**src/rtl/audio_pkg.sv**
```systemverilog
// audio_pkg
//   Shared definitions for audio_out_stage: DAC midscale code, fade gain
//   range and width, the playback FSM state type, and the fade scaling
//   helper. The helper is referenced only when AUDIO_FADE_EN is defined.
package audio_pkg;

  localparam logic [7:0]  MIDSCALE = 8'h80;
  localparam int unsigned GAIN_MAX = 16;
  localparam int unsigned GAIN_W   = 5;

  typedef enum logic {
    ST_FILL = 1'b0,
    ST_PLAY = 1'b1
  } audio_state_e;

  // 128 + (((s - 128) * gain) >>> 4), evaluated signed at 13 bits and
  // clamped to the 8-bit DAC range.
  function automatic logic [7:0] fade_scale(input logic [7:0]        sample,
                                            input logic [GAIN_W-1:0] gain);
    logic signed [12:0] diff;
    logic signed [12:0] prod;
    logic signed [12:0] res;
    diff = $signed({5'b0, sample}) - 13'sd128;
    prod = diff * $signed({8'b0, gain});
    res  = (prod >>> 4) + 13'sd128;
    if (res < 13'sd0) begin
      return 8'h00;
    end else if (res > 13'sd255) begin
      return 8'hFF;
    end else begin
      return res[7:0];
    end
  endfunction

endpackage

```
**src/rtl/audio_sample_fifo.sv**
```systemverilog
// audio_sample_fifo
//   Circular sample buffer between the tone generator and the DAC stage.
//   Pointers wrap modulo DEPTH (power of two, >= 2). A push while full or
//   a pop while empty is ignored, so the level stays within 0..DEPTH.
//   Simultaneous push and pop leave the level unchanged.
// Ports
//   i_clk, i_rst_n : clock, asynchronous active-low reset
//   i_push, i_data : write strobe and sample
//   i_pop          : read strobe (advances the read pointer)
//   o_data         : sample at the head of the buffer
//   o_level        : number of buffered samples
//   o_empty        : level is zero
module audio_sample_fifo #(
  parameter int unsigned DEPTH  = 4,
  parameter int unsigned DATA_W = 8
) (
  input  logic                     i_clk,
  input  logic                     i_rst_n,
  input  logic                     i_push,
  input  logic [DATA_W-1:0]        i_data,
  input  logic                     i_pop,
  output logic [DATA_W-1:0]        o_data,
  output logic [$clog2(DEPTH):0]   o_level,
  output logic                     o_empty
);

  localparam int unsigned PTR_W = $clog2(DEPTH);
  localparam int unsigned LVL_W = PTR_W + 1;

  logic [DATA_W-1:0] r_mem [DEPTH];
  logic [PTR_W-1:0]  r_wr_ptr;
  logic [PTR_W-1:0]  r_rd_ptr;
  logic [LVL_W-1:0]  r_level;

  logic w_full;
  logic w_do_push;
  logic w_do_pop;

  assign w_full    = (r_level == LVL_W'(DEPTH));
  assign o_empty   = (r_level == '0);
  assign w_do_push = i_push && !w_full;
  assign w_do_pop  = i_pop && !o_empty;

  // Storage carries no reset; stale entries are unreachable once the
  // pointers and level are cleared.
  always_ff @(posedge i_clk) begin
    if (w_do_push) begin
      r_mem[r_wr_ptr] <= i_data;
    end
  end

  always_ff @(posedge i_clk or negedge i_rst_n) begin
    if (!i_rst_n) begin
      r_wr_ptr <= '0;
      r_rd_ptr <= '0;
      r_level  <= '0;
    end else begin
      if (w_do_push) begin
        r_wr_ptr <= r_wr_ptr + PTR_W'(1);
      end
      if (w_do_pop) begin
        r_rd_ptr <= r_rd_ptr + PTR_W'(1);
      end
      case ({w_do_push, w_do_pop})
        2'b10:   r_level <= r_level + LVL_W'(1);
        2'b01:   r_level <= r_level - LVL_W'(1);
        default: r_level <= r_level;
      endcase
    end
  end

  assign o_data  = r_mem[r_rd_ptr];
  assign o_level = r_level;

endmodule

```
**src/rtl/audio_out_stage.sv**
```systemverilog
// audio_out_stage
//   Paces buffered 8-bit samples out to an R-2R DAC at a fixed sample rate.
//   A divider produces a tick every SAMPLE_DIV+1 cycles. The FSM waits in
//   FILL until PRIME_LVL samples are buffered, then pops one sample per tick
//   in PLAY; a tick in PLAY with an empty buffer pulses underrun, holds the
//   DAC value and returns to FILL.
//   Optional feature macro: AUDIO_FADE_EN. When defined, mute ramps a 0..16
//   gain per popping tick instead of forcing midscale.
// Ports
//   CLOCK_25             : system clock
//   reset_n              : asynchronous active-low reset (deassertion is
//                          expected to be synchronous to CLOCK_25)
//   s_data/s_valid/s_ready : sample input handshake
//   mute                 : level-sensitive mute request
//   dac_out              : registered DAC code
//   sample_tick          : one-cycle pulse at each sample instant
//   underrun             : one-cycle pulse on a PLAY tick with empty buffer
//   fifo_level           : buffered sample count
module audio_out_stage
  import audio_pkg::*;
#(
  parameter int unsigned SAMPLE_DIV = 200,
  parameter int unsigned FIFO_DEPTH = 4,
  parameter int unsigned PRIME_LVL  = 2
) (
  input  logic                          CLOCK_25,
  input  logic                          reset_n,
  input  logic [7:0]                    s_data,
  input  logic                          s_valid,
  output logic                          s_ready,
  input  logic                          mute,
  output logic [7:0]                    dac_out,
  output logic                          sample_tick,
  output logic                          underrun,
  output logic [$clog2(FIFO_DEPTH):0]   fifo_level
);

  localparam int unsigned DIV_W = (SAMPLE_DIV > 0) ? $clog2(SAMPLE_DIV + 1) : 1;
  localparam int unsigned LVL_W = $clog2(FIFO_DEPTH) + 1;

  logic [DIV_W-1:0] r_div;
  audio_state_e     r_state;
  audio_state_e     w_state_nxt;
  logic [7:0]       r_dac;
  logic [7:0]       w_dac_nxt;
  logic [7:0]       w_fifo_data;
  logic             w_fifo_empty;
  logic             w_tick;
  logic             w_push;
  logic             w_pop;
  logic             w_underrun;

  // Sample-rate divider: the tick is the cycle in which the count is zero.
  always_ff @(posedge CLOCK_25 or negedge reset_n) begin
    if (!reset_n) begin
      r_div <= DIV_W'(SAMPLE_DIV);
    end else if (r_div == '0) begin
      r_div <= DIV_W'(SAMPLE_DIV);
    end else begin
      r_div <= r_div - DIV_W'(1);
    end
  end

  assign w_tick  = (r_div == '0);
  assign s_ready = (fifo_level != LVL_W'(FIFO_DEPTH));
  assign w_push  = s_valid && s_ready;

  audio_sample_fifo #(
    .DEPTH  (FIFO_DEPTH),
    .DATA_W (8)
  ) u_fifo (
    .i_clk   (CLOCK_25),
    .i_rst_n (reset_n),
    .i_push  (w_push),
    .i_data  (s_data),
    .i_pop   (w_pop),
    .o_data  (w_fifo_data),
    .o_level (fifo_level),
    .o_empty (w_fifo_empty)
  );

  always_ff @(posedge CLOCK_25 or negedge reset_n) begin
    if (!reset_n) begin
      r_state <= ST_FILL;
    end else begin
      r_state <= w_state_nxt;
    end
  end

  // Level is sampled before any same-cycle push, so a push into an empty
  // buffer on a tick does not bypass to the DAC. PRIME_LVL >= 1 guarantees
  // the priming tick finds data.
  always_comb begin
    w_state_nxt = r_state;
    w_pop       = 1'b0;
    w_underrun  = 1'b0;
    if (w_tick) begin
      case (r_state)
        ST_FILL: begin
          if (fifo_level >= LVL_W'(PRIME_LVL)) begin
            w_state_nxt = ST_PLAY;
            w_pop       = 1'b1;
          end
        end
        ST_PLAY: begin
          if (w_fifo_empty) begin
            w_state_nxt = ST_FILL;
            w_underrun  = 1'b1;
          end else begin
            w_pop = 1'b1;
          end
        end
        default: w_state_nxt = ST_FILL;
      endcase
    end
  end

`ifdef AUDIO_FADE_EN
  logic [GAIN_W-1:0] r_gain;

  // Gain moves one step per popping tick; the popped sample is scaled by
  // the gain in force before that step.
  always_ff @(posedge CLOCK_25 or negedge reset_n) begin
    if (!reset_n) begin
      r_gain <= GAIN_W'(GAIN_MAX);
    end else if (w_pop) begin
      if (mute) begin
        if (r_gain != '0) begin
          r_gain <= r_gain - GAIN_W'(1);
        end
      end else if (r_gain != GAIN_W'(GAIN_MAX)) begin
        r_gain <= r_gain + GAIN_W'(1);
      end
    end
  end

  assign w_dac_nxt = fade_scale(w_fifo_data, r_gain);
`else
  // Muted pops still drain the buffer; the sample is discarded.
  assign w_dac_nxt = mute ? MIDSCALE : w_fifo_data;
`endif

  // The DAC only changes on a popping tick, so it holds through FILL and
  // across an underrun.
  always_ff @(posedge CLOCK_25 or negedge reset_n) begin
    if (!reset_n) begin
      r_dac <= MIDSCALE;
    end else if (w_pop) begin
      r_dac <= w_dac_nxt;
    end
  end

  assign dac_out     = r_dac;
  assign sample_tick = w_tick;
  assign underrun    = w_underrun;

endmodule

```
**config.mk**
```make
export PLATFORM = sky130hd
export DESIGN_NAME = audio_out_stage
export DESIGN_NICKNAME = d
export VERILOG_FILES = /design/src/rtl/audio_pkg.sv /design/src/rtl/audio_sample_fifo.sv /design/src/rtl/audio_out_stage.sv
export SDC_FILE = /design/constraint.sdc
export NUM_CORES = 1
export LEC_CHECK = 0
export ABC_AREA = 1
export BUFFER_PORTS_ARGS = -buffer_cell sky130_fd_sc_hd__buf_2
export CAP_MARGIN = 25
export CORE_MARGIN = 2
export CORE_UTILIZATION = 35
export CTS_CLUSTER_SIZE = 24
export DETAILED_ROUTE_END_ITERATION = 10
export GPL_TIMING_DRIVEN = 0
export MAX_ROUTING_LAYER = met4
export PLACE_DENSITY = 0.53
export SLEW_MARGIN = 20
export SYNTH_ARGS = -nofsm -noshare
export SYNTH_HDL_FRONTEND = slang
export SYNTH_HIERARCHICAL = 1
export SYNTH_SLANG_ARGS = --single-unit
```
**constraint.sdc**
```tcl
create_clock -name CLOCK_25 -period 2.15 [get_ports CLOCK_25]
set_input_delay 0.43 -clock CLOCK_25 [delete_from_list [all_inputs] [get_ports CLOCK_25]]
set_output_delay 0.43 -clock CLOCK_25 [all_outputs]
set_load 0.05 [all_outputs]
```
==> results of run 1 <==
[what timing repair did]
action	4_1_cts	5_1_grt
pin swaps	3	9
endpoints found under the setup margin	26	3
buffers inserted	1	13
gates resized for setup	11	17
endpoints found under the hold margin	0	0
[flip-flops by register name, summed over array words and instances (netlist names)]
register,cells
u_fifo/r_wr_ptr,2
dac_out,8
u_fifo/r_rd_ptr,2
r_state,1
u_fifo/r_mem,32
r_div,8
u_fifo/o_level,3
[placed cells by master (no fill, tap or decap), drive strengths merged, types with 4 or more instances in the layout]
master	netlist	layout
clkbuf	2	7
inv	50	51
nand3	21	21
o21ai	5	5
edfxtp	32	32
nand2	73	73
o211ai	16	16
nor2	25	25
dfrtp	20	20
dfstp	4	4
buf	4	42
ha	6	6
[how the worst max path moves through the flow]
stage | cells past startpoint | endpoint | slack (ns)
2_1_floorplan | 17 | u_fifo/o_level[2] | -0.08
3_3_place_gp | 17 | u_fifo/o_level[2] | -0.12
3_5_place_dp | 17 | u_fifo/o_level[2] | -0.15
4_1_cts | 17 | u_fifo/o_level[2] | -0.0004
5_1_grt | 15 | u_fifo/o_level[2] | -0.03
6_report | 7 | sample_tick | 0.08
[metrics by stage]
step / worst slack (ns) / cells / utilization, %
after floorplan: -0.0785 / 268 / -
after global placement: -0.117 / 391 / 40.0
after detailed placement: -0.148 / 391 / 40.0
after CTS: -0.000416 / 400 / 41.8
after global routing: -0.0314 / 413 / 43.9
final: 0.0763 / 413 / 43.9
[critical path: stages (launching register included)]
cell	delay (ns)
sky130_fd_sc_hd__dfrtp_1	0.42
sky130_fd_sc_hd__inv_2	0.09
sky130_fd_sc_hd__ha_4	0.16
sky130_fd_sc_hd__nand3_4	0.08
sky130_fd_sc_hd__nor2_4	0.17
sky130_fd_sc_hd__buf_4	0.14
sky130_fd_sc_hd__buf_8	0.12
sky130_fd_sc_hd__buf_8	0.15
[report_power, final]
| part | internal [µW] | switching (µW) |
|---|---|---|
| Clock | 235 | 362 |
| Combinational | 303 | 580 |
| Sequential | 1330 | 80.3 |
| Total | 1860 | 1020 |
[metal layers]
layer  vias to the layer above  part of all wire, %  GRT usage (%)
li1                        946                    -              -
met1                       870                   47           16.0
met2                        24                   48           21.8
met3                         6                  2.6           2.92
met4                         0                  1.5           4.62
met5                         -                    0              -
[kinds of logic after synthesis]
kind of cell	Yosys count	share of synthesized area (%)
buffers and inverters	56	9.43
AND/OR/NAND/NOR	124	20.0
flip-flops	56	59.9
AO/OA/AOI/OAI	24	6.65
adder cells (fa/ha/maj)	7	3.64
XOR/XNOR	1	0.335
[cell type report]
cell class                 instances  area [µm²]  area share (%)
tap                               99         124            3.89
clock inverter                     3        22.5           0.708
multi-input combinational        156         897            28.2
sequential                        56        1570            49.4
buffer                             6        62.6            1.97
inverter                          50         195            6.13
timing repair buffer              38         241            7.59
clock buffer                       5        68.8            2.16
==> results by stage, run 1 <==
Final layout:
- The synthesis-to-finish area growth is 21.7%.
- The cell area after layout is 3180 µm².
- The fraction of final layout cells sized beyond drive strength 1 is 31.2%.
- 0 antenna diodes ended up in the layout.
- In the final design database the tool counted 332 nets.
- The filler cells instantiated in the layout total 717.

STA:
- The clock skew is 0.0142 ns.
- The maximum operating frequency is 482 MHz.
- The number of endpoints failing setup at the final stage is 0.
- Hold timing on the final database bottoms out at a slack of 0.0815 ns.
- The worst slew slack as a fraction of its limit is 61.9%.
- The clock period minus worst slack is 2.07 ns.
- The number of max-slew violations in the final report is 0.
- Setup repair after global routing could not meet its margin everywhere.
- The share of the clock period used by the worst path is 96.4%.
- The final hold violation count was 0.
- Summed over all failing endpoints, the final setup total negative slack is 0 ns.
- The worst-margin pin slew is 0.570 ns.

CTS:
- The total of hold buffers inserted after clock tree synthesis is 0.
- The number of buffers created by CTS is 5.
- TritonCTS built the clock tree.
- The number of sinks handled by clock tree synthesis is 56.
- The total number of H-tree levels is 2.
- The clock-pin transition on the worst setup and hold timing paths is 0.11 ns.
- For the worst-skew pair, the clock arrives at the later sink with an insertion delay of 0.31 ns.
- Clock tree synthesis selected as its root buffer the cell sky130_fd_sc_hd__clkbuf_8.
- The maximum count of clock buffers along a single path is 2.

Power:
- The analysis attributes to cell leakage a power of 0.00145 µW.
- The overall power of the completed layout is 2880 µW.
- The worst-case IR drop observed on VDD is 0.272 mV.
- For this design the ratio of total power to cell area is 907 nW/µm².

Critical path:
- Data arrives at the worst endpoint at 1.64 ns.
- The logic depth of the worst register-to-register path is 15.
- STA classifies the critical path endpoint as an output pin.
- The origin of the critical flop-to-flop path is r_div[0].
- The worst register-to-register path has a setup slack of 0.08 ns.
- The critical path is of the register to output pin type.
- The worst setup path is launched from a register.
- The critical path required time is 1.72 ns.
- The endpoint identified for the worst register-to-register timing path is u_fifo/o_level[2].
- In this run the worst setup path begins at r_div[0].
- The maximum net fanout on the critical path is 10.

Die:
- The area of the die is 8180 µm².
- Once the floorplan was initialized, standard cells occupied 36.1% of the core.
- The core region area is 7250 µm².
- The floorplan has 31 rows.
- In this run the horizontal extent of the chip is 90.4 µm.
- The boundary pin count is 26.
- The die extent in y is 90.4 µm.

Synthesis:
- The number of nets handed over by synthesis was 287.
- In the post-synthesis netlist, the biggest area contributors are sky130_fd_sc_hd__edfxtp_1 37%, sky130_fd_sc_hd__dfrtp_1 19%, sky130_fd_sc_hd__nand2_1 10%.
- Each instance of the synthesized netlist takes up on average 9.76 µm².
- The synthesized instance count is 268.
- The number of different library cells in the post-synthesis netlist is 28.
- The post-synthesis cell area is 2620 µm².
- The dominant cell by count in the synthesized netlist is sky130_fd_sc_hd__nand2_1.
- The synthesized design contains 56 register bits.
- The part of the Yosys area used for sequential elements is 59.9%.
- After synthesis, the largest area contributor takes up 36.7% of total cell area.
- The post-synthesis async set-or-reset flop share is 42.9%.
- The most used flip-flop cell after synthesis is sky130_fd_sc_hd__edfxtp_1.
- In this run, synthesis inferred 32 flip-flops with an integrated enable.
- For this run, the number of Yosys warnings is 6.
- By count the netlist is led by 71 x sky130_fd_sc_hd__nand2_1, 46 x sky130_fd_sc_hd__inv_1, 32 x sky130_fd_sc_hd__edfxtp_1.
- The biggest area contributor in the post-synthesis netlist is sky130_fd_sc_hd__edfxtp_1.

Run:
- The tool flagged a number of max-cap violations equal to 0.

Global route:
- The leftover overflow at the end of global routing is 0.
- The global-route wire length before repair is 8280 µm.
- Across every metal layer, demand over resource in global routing totals 13.2%.
- The largest net degree at the start of global routing is 25.
- The number of antenna violations at the first check in global routing is 0.
- The number of global-route vias before repair is 1,747.

Place:
- The congestion estimate from routability-driven global placement came to 0.787.
- The HPWL after detailed placement is 3520 µm.
- Input and output buffers added on the ports amount to 24.
- After detailed placement, the total cell area comes to 2900 µm².

Worst hold path:
- The class of the tightest hold or removal check is input pin to asynchronous set/reset pin.

Drt:
- The routed length per placed instance is 12.6 µm.
- For this run, design rule violations remaining after detail routing come to 0.
- The final route contains 1,846 vias.
- The total wire length is 5190 µm.
- The count of antenna-violating nets left after detailed routing is 0.
- The number of detailed-route iterations in the first pass is 4.
- The DRC violation total after the first TritonRoute iteration is 65.
- The via count normalized by instance count is 4.47.

Outcome:
- The flow ran to the end, and the final reports show no timing, DRC or antenna violations.
Power figures use the tool's default switching activity.
==> inputs of run 2 (changes only) <==
Settings changed: GPL_TIMING_DRIVEN 0 to default.
==> run 2 against run 1 <==
Compared with the run above:
- clock skew is 0.0090 ns lower
- register-to-register slack better by 0.08 ns
- hold slack better by 0.0073 ns
- cell count is 2.4% lower
- count of clock-buffer cells in the layout is 1 higher
- flip-flop and latch count stayed put
- power is 4.0% lower
- first-iteration DRC count is 22% lower
- largest cell class unchanged
==> results by stage, run 2 (same netlist as run 1, synthesis figures left out) <==
Critical path:
- The origin of the critical flop-to-flop path is u_fifo/o_level[0].
- STA classifies the critical path startpoint as a register.
- The worst setup path is captured at an output pin.
- The critical path required time is 1.72 ns (about the same).
- The delay of the slowest critical-path stage is 0.41 ns (about the same).
- Walking the worst path, the cells encountered are inv_2, ha_4, nand2_1, nor2_2, nand2_2, nor2_2, buf_6.
- The critical path data arrival time is 1.58 ns (-0.06 ns).
- The number of stages on the worst setup path came to 7 (unchanged).
- The logic depth of the worst register-to-register path is 17 (+2).
- The register-to-register path setup slack was 0.16 ns (+0.08 ns).
- The worst register-to-register path ends at u_fifo/o_level[2].
- The largest individual stage delay along the critical path comes from the cell sky130_fd_sc_hd__dfrtp_1.
- The family of cells with the greatest summed delay on the critical path is simple AND/OR/NAND/NOR gates.
- The cell that appears most often on the critical path is sky130_fd_sc_hd__nor2_2.
- The start-to-end type of the worst setup path is register to output pin.
- The count of buffering cells on the critical path with inverters included is 2 (-2).
- The maximum net fanout on the critical path was 5 (-5).

CTS:
- The maximum count of clock buffers along a single path came to 2 (unchanged).
- The number of sinks handled by clock tree synthesis is 56 (unchanged).
- The clock root buffer is sky130_fd_sc_hd__clkbuf_8.
- The total of hold buffers inserted after clock tree synthesis is 0 (unchanged).
- The clock-pin transition on the worst setup and hold timing paths came to 0.10 ns (about the same).
- TritonCTS built the clock tree.
- The number of buffers created by CTS is 5 (unchanged).
- The total number of H-tree levels is 2 (unchanged).
- The worst-skew pair later-pin latency is 0.30 ns (about the same).

Place:
- The count of buffers from port buffering is 25 (+4.2%).
- The post-place setup slack was 0.0763 ns (+0.224 ns).
- The sum of net half-perimeters after detailed placement is 3350 µm (-4.9%).
- The weighted congestion at the end of routability-driven global placement is 0.816 (+3.8%).
- The cell area after placement was 2910 µm² (+0.22%).

STA:
- The worst slew slack as a fraction of its limit was 64.6% (+2.6 points).
- The maximum operating frequency is 498 MHz (+3.2%).
- The share of the clock period used by the worst path is 93.4% (-3.0 points).
- The worst-margin pin slew is 0.532 ns (-0.0387 ns).
- The clock skew is 0.00516 ns (-0.00899 ns).
- The clock period minus worst slack was 2.01 ns (-0.0648 ns).
- The final hold violation count is 0 (unchanged).
- The number of endpoints failing setup at the final stage is 0 (unchanged).
- Setup repair after global routing left no endpoint under its margin.
- The number of max-slew violations in the final report was 0 (unchanged).
- The setup slack of the critical path after layout is 0.141 ns (+0.0648 ns).
- The smallest hold slack is 0.0889 ns (+0.00733 ns).

Global route:
- The leftover overflow at the end of global routing came to 0 (unchanged).
- The largest net degree at the start of global routing is 34 (+36%).
- The total global routing track utilization was 12.7% (-0.46 points).
- The number of global-route vias before repair is 1,732 (-0.86%).
- The global-route wire length before repair is 8110 µm (-2.1%).
- The number of antenna violations at the first check in global routing came to 0 (unchanged).

Die:
- The die extent in y is 90.4 µm (unchanged).
- The core region area is 7250 µm² (unchanged).
- The boundary pin count is 26 (unchanged).
- The area of the die was 8180 µm² (unchanged).
- The effective utilization at floorplan is 36.1% (unchanged).
- The number of rows created at floorplan is 31 (unchanged).
- The floorplan die width is 90.4 µm (unchanged).

Power:
- The share of total power in combinational logic was 28.5% (-2.1 points).
- The power per unit of standard cell area is 914 nW/µm² (+0.77%).
- The fraction of power consumed by sequential logic is 50.8% (+2.1 points).
- The internal power is 1820 µW (-2.3%).
- The leakage component of the power was 0.00139 µW (-4.4%).
- The switching fraction of total power is 34.3% (-1.1 points).
- The share of total power in the clock network is 20.7% (about the same).
- The worst vdd rail ir drop was 0.261 mV (-4.2%).
- The switching power of the nets is 950 µW (-7.0%).

Drt:
- The number of detailed-route iterations in the first pass is 4 (unchanged).
- The count of antenna-violating nets left after detailed routing came to 0 (unchanged).
- The routed length per placed instance is 11.6 µm (-7.8%).
- The detailed-route DRC error count came to 0 (unchanged).
- The via count normalized by instance count was 4.45 (-0.46%).
- The DRC violation total after the first TritonRoute iteration is 51 (-22%).
- The total wire length is 4670 µm (-10%).
- The detailed-route via count was 1,793 (-2.9%).

Final layout:
- The number of fill cells in the layout is 763 (+6.4%).
- The cell area after layout was 3030 µm² (-4.7%).
- The fraction of final layout cells sized beyond drive strength 1 was 26.0% (-5.2 points).
- The most common library cell in the layout ignoring fill and taps is sky130_fd_sc_hd__nand2_1.
- The flip-flop count of the largest register, all copies and words added is 32 (unchanged).
- The count of nets after finishing is 322 (-3.0%).
- The synthesis-to-finish area growth is 15.9%.
- Ranked by flip-flop count, first place goes to u_fifo/r_mem.
- The count of inserted antenna diode cells came to 0 (unchanged).
- The top cell types in the final layout, fill and taps aside, are 68 x sky130_fd_sc_hd__nand2_1, 36 x sky130_fd_sc_hd__inv_1, 32 x sky130_fd_sc_hd__edfxtp_1.

Worst hold path:
- The min-delay analysis places its worst path in the category input pin to asynchronous set/reset pin.

Run:
- The count of max-cap constraint violations is 0 (unchanged).

Outcome:
- The flow ran to the end, and the final reports show no timing, DRC or antenna violations.
## run 2: metal layers
layer | global-route usage, % | vias to the layer above | share of wire (%)
met4 | 4.74 | 0 | 1.9
li1 | - | 922 | -
met5 | - | - | 0
met1 | 16.5 | 838 | 49
met2 | 19.4 | 25 | 46
met3 | 3.17 | 8 | 3.3
## run 2: power by group through the flow
stage          logic (µW)  clock network (µW)  registers [µW]
3_5_place_dp          789                   0            1440
6_report              789                 573            1410
3_3_place_gp          787                   0            1430
2_1_floorplan         463                   0            1520
4_1_cts               790                 603            1410
5_1_grt               892                 650            1430
## run 2: how the worst max path moves through the flow
stage                      start                 to  slack (ns)
2_1_floorplan  u_fifo/o_level[0]  u_fifo/o_level[2]       -0.08
3_3_place_gp            r_div[0]  u_fifo/o_level[2]        0.14
3_5_place_dp            r_div[0]  u_fifo/o_level[2]        0.08
4_1_cts                 r_div[0]           underrun       0.001
5_1_grt        u_fifo/o_level[0]  u_fifo/o_level[2]       0.003
6_report                r_div[0]           underrun        0.14
## run 2: repair_timing
item                       in CTS  in global routing
pin swaps                       0                  1
gates cloned                    0                  0
buffers inserted                0                  1
resized for setup               4                  6
setup endpoints to repair       2                  4
## run 2: area by class of cell
cell class	instances	area [µm²]	share of cell area, %
clock buffers	6	72.6	2.39
clock inverters	2	16.3	0.537
inverters	50	188	6.19
multi-input cells	156	860	28.4
flip-flops and latches	56	1570	51.8
well taps	99	124	4.09
repair buffers	34	201	6.64
## run 2: per-stage QoR
stage               cells  TNS, ns  power, µW  util [%]
global placement      394        0       2220      40.1
global route          403        0       2970      41.8
CTS                   402        0       2810      41.5
floorplan             268   -0.150       1980         -
finish                403        0       2770      41.8
detailed placement    394        0       2230      40.1
## run 2: worst reg2reg max path, stage by stage (launching register included)
cell and delay, ns:
sky130_fd_sc_hd__dfrtp_2 0.41, sky130_fd_sc_hd__inv_2 0.08, sky130_fd_sc_hd__nand3_4 0.11, sky130_fd_sc_hd__inv_2 0.04
sky130_fd_sc_hd__nand2_2 0.07, sky130_fd_sc_hd__inv_2 0.04, sky130_fd_sc_hd__a21oi_4 0.14, sky130_fd_sc_hd__nand2_4 0.06
sky130_fd_sc_hd__inv_2 0.07, sky130_fd_sc_hd__nand2_2 0.06, sky130_fd_sc_hd__inv_2 0.06, sky130_fd_sc_hd__ha_4 0.12
sky130_fd_sc_hd__inv_2 0.04, sky130_fd_sc_hd__fa_2 0.34, sky130_fd_sc_hd__nand2_1 0.08, sky130_fd_sc_hd__nand3_1 0.07
sky130_fd_sc_hd__nand2_1 0.06, sky130_fd_sc_hd__nand2_1 0.05
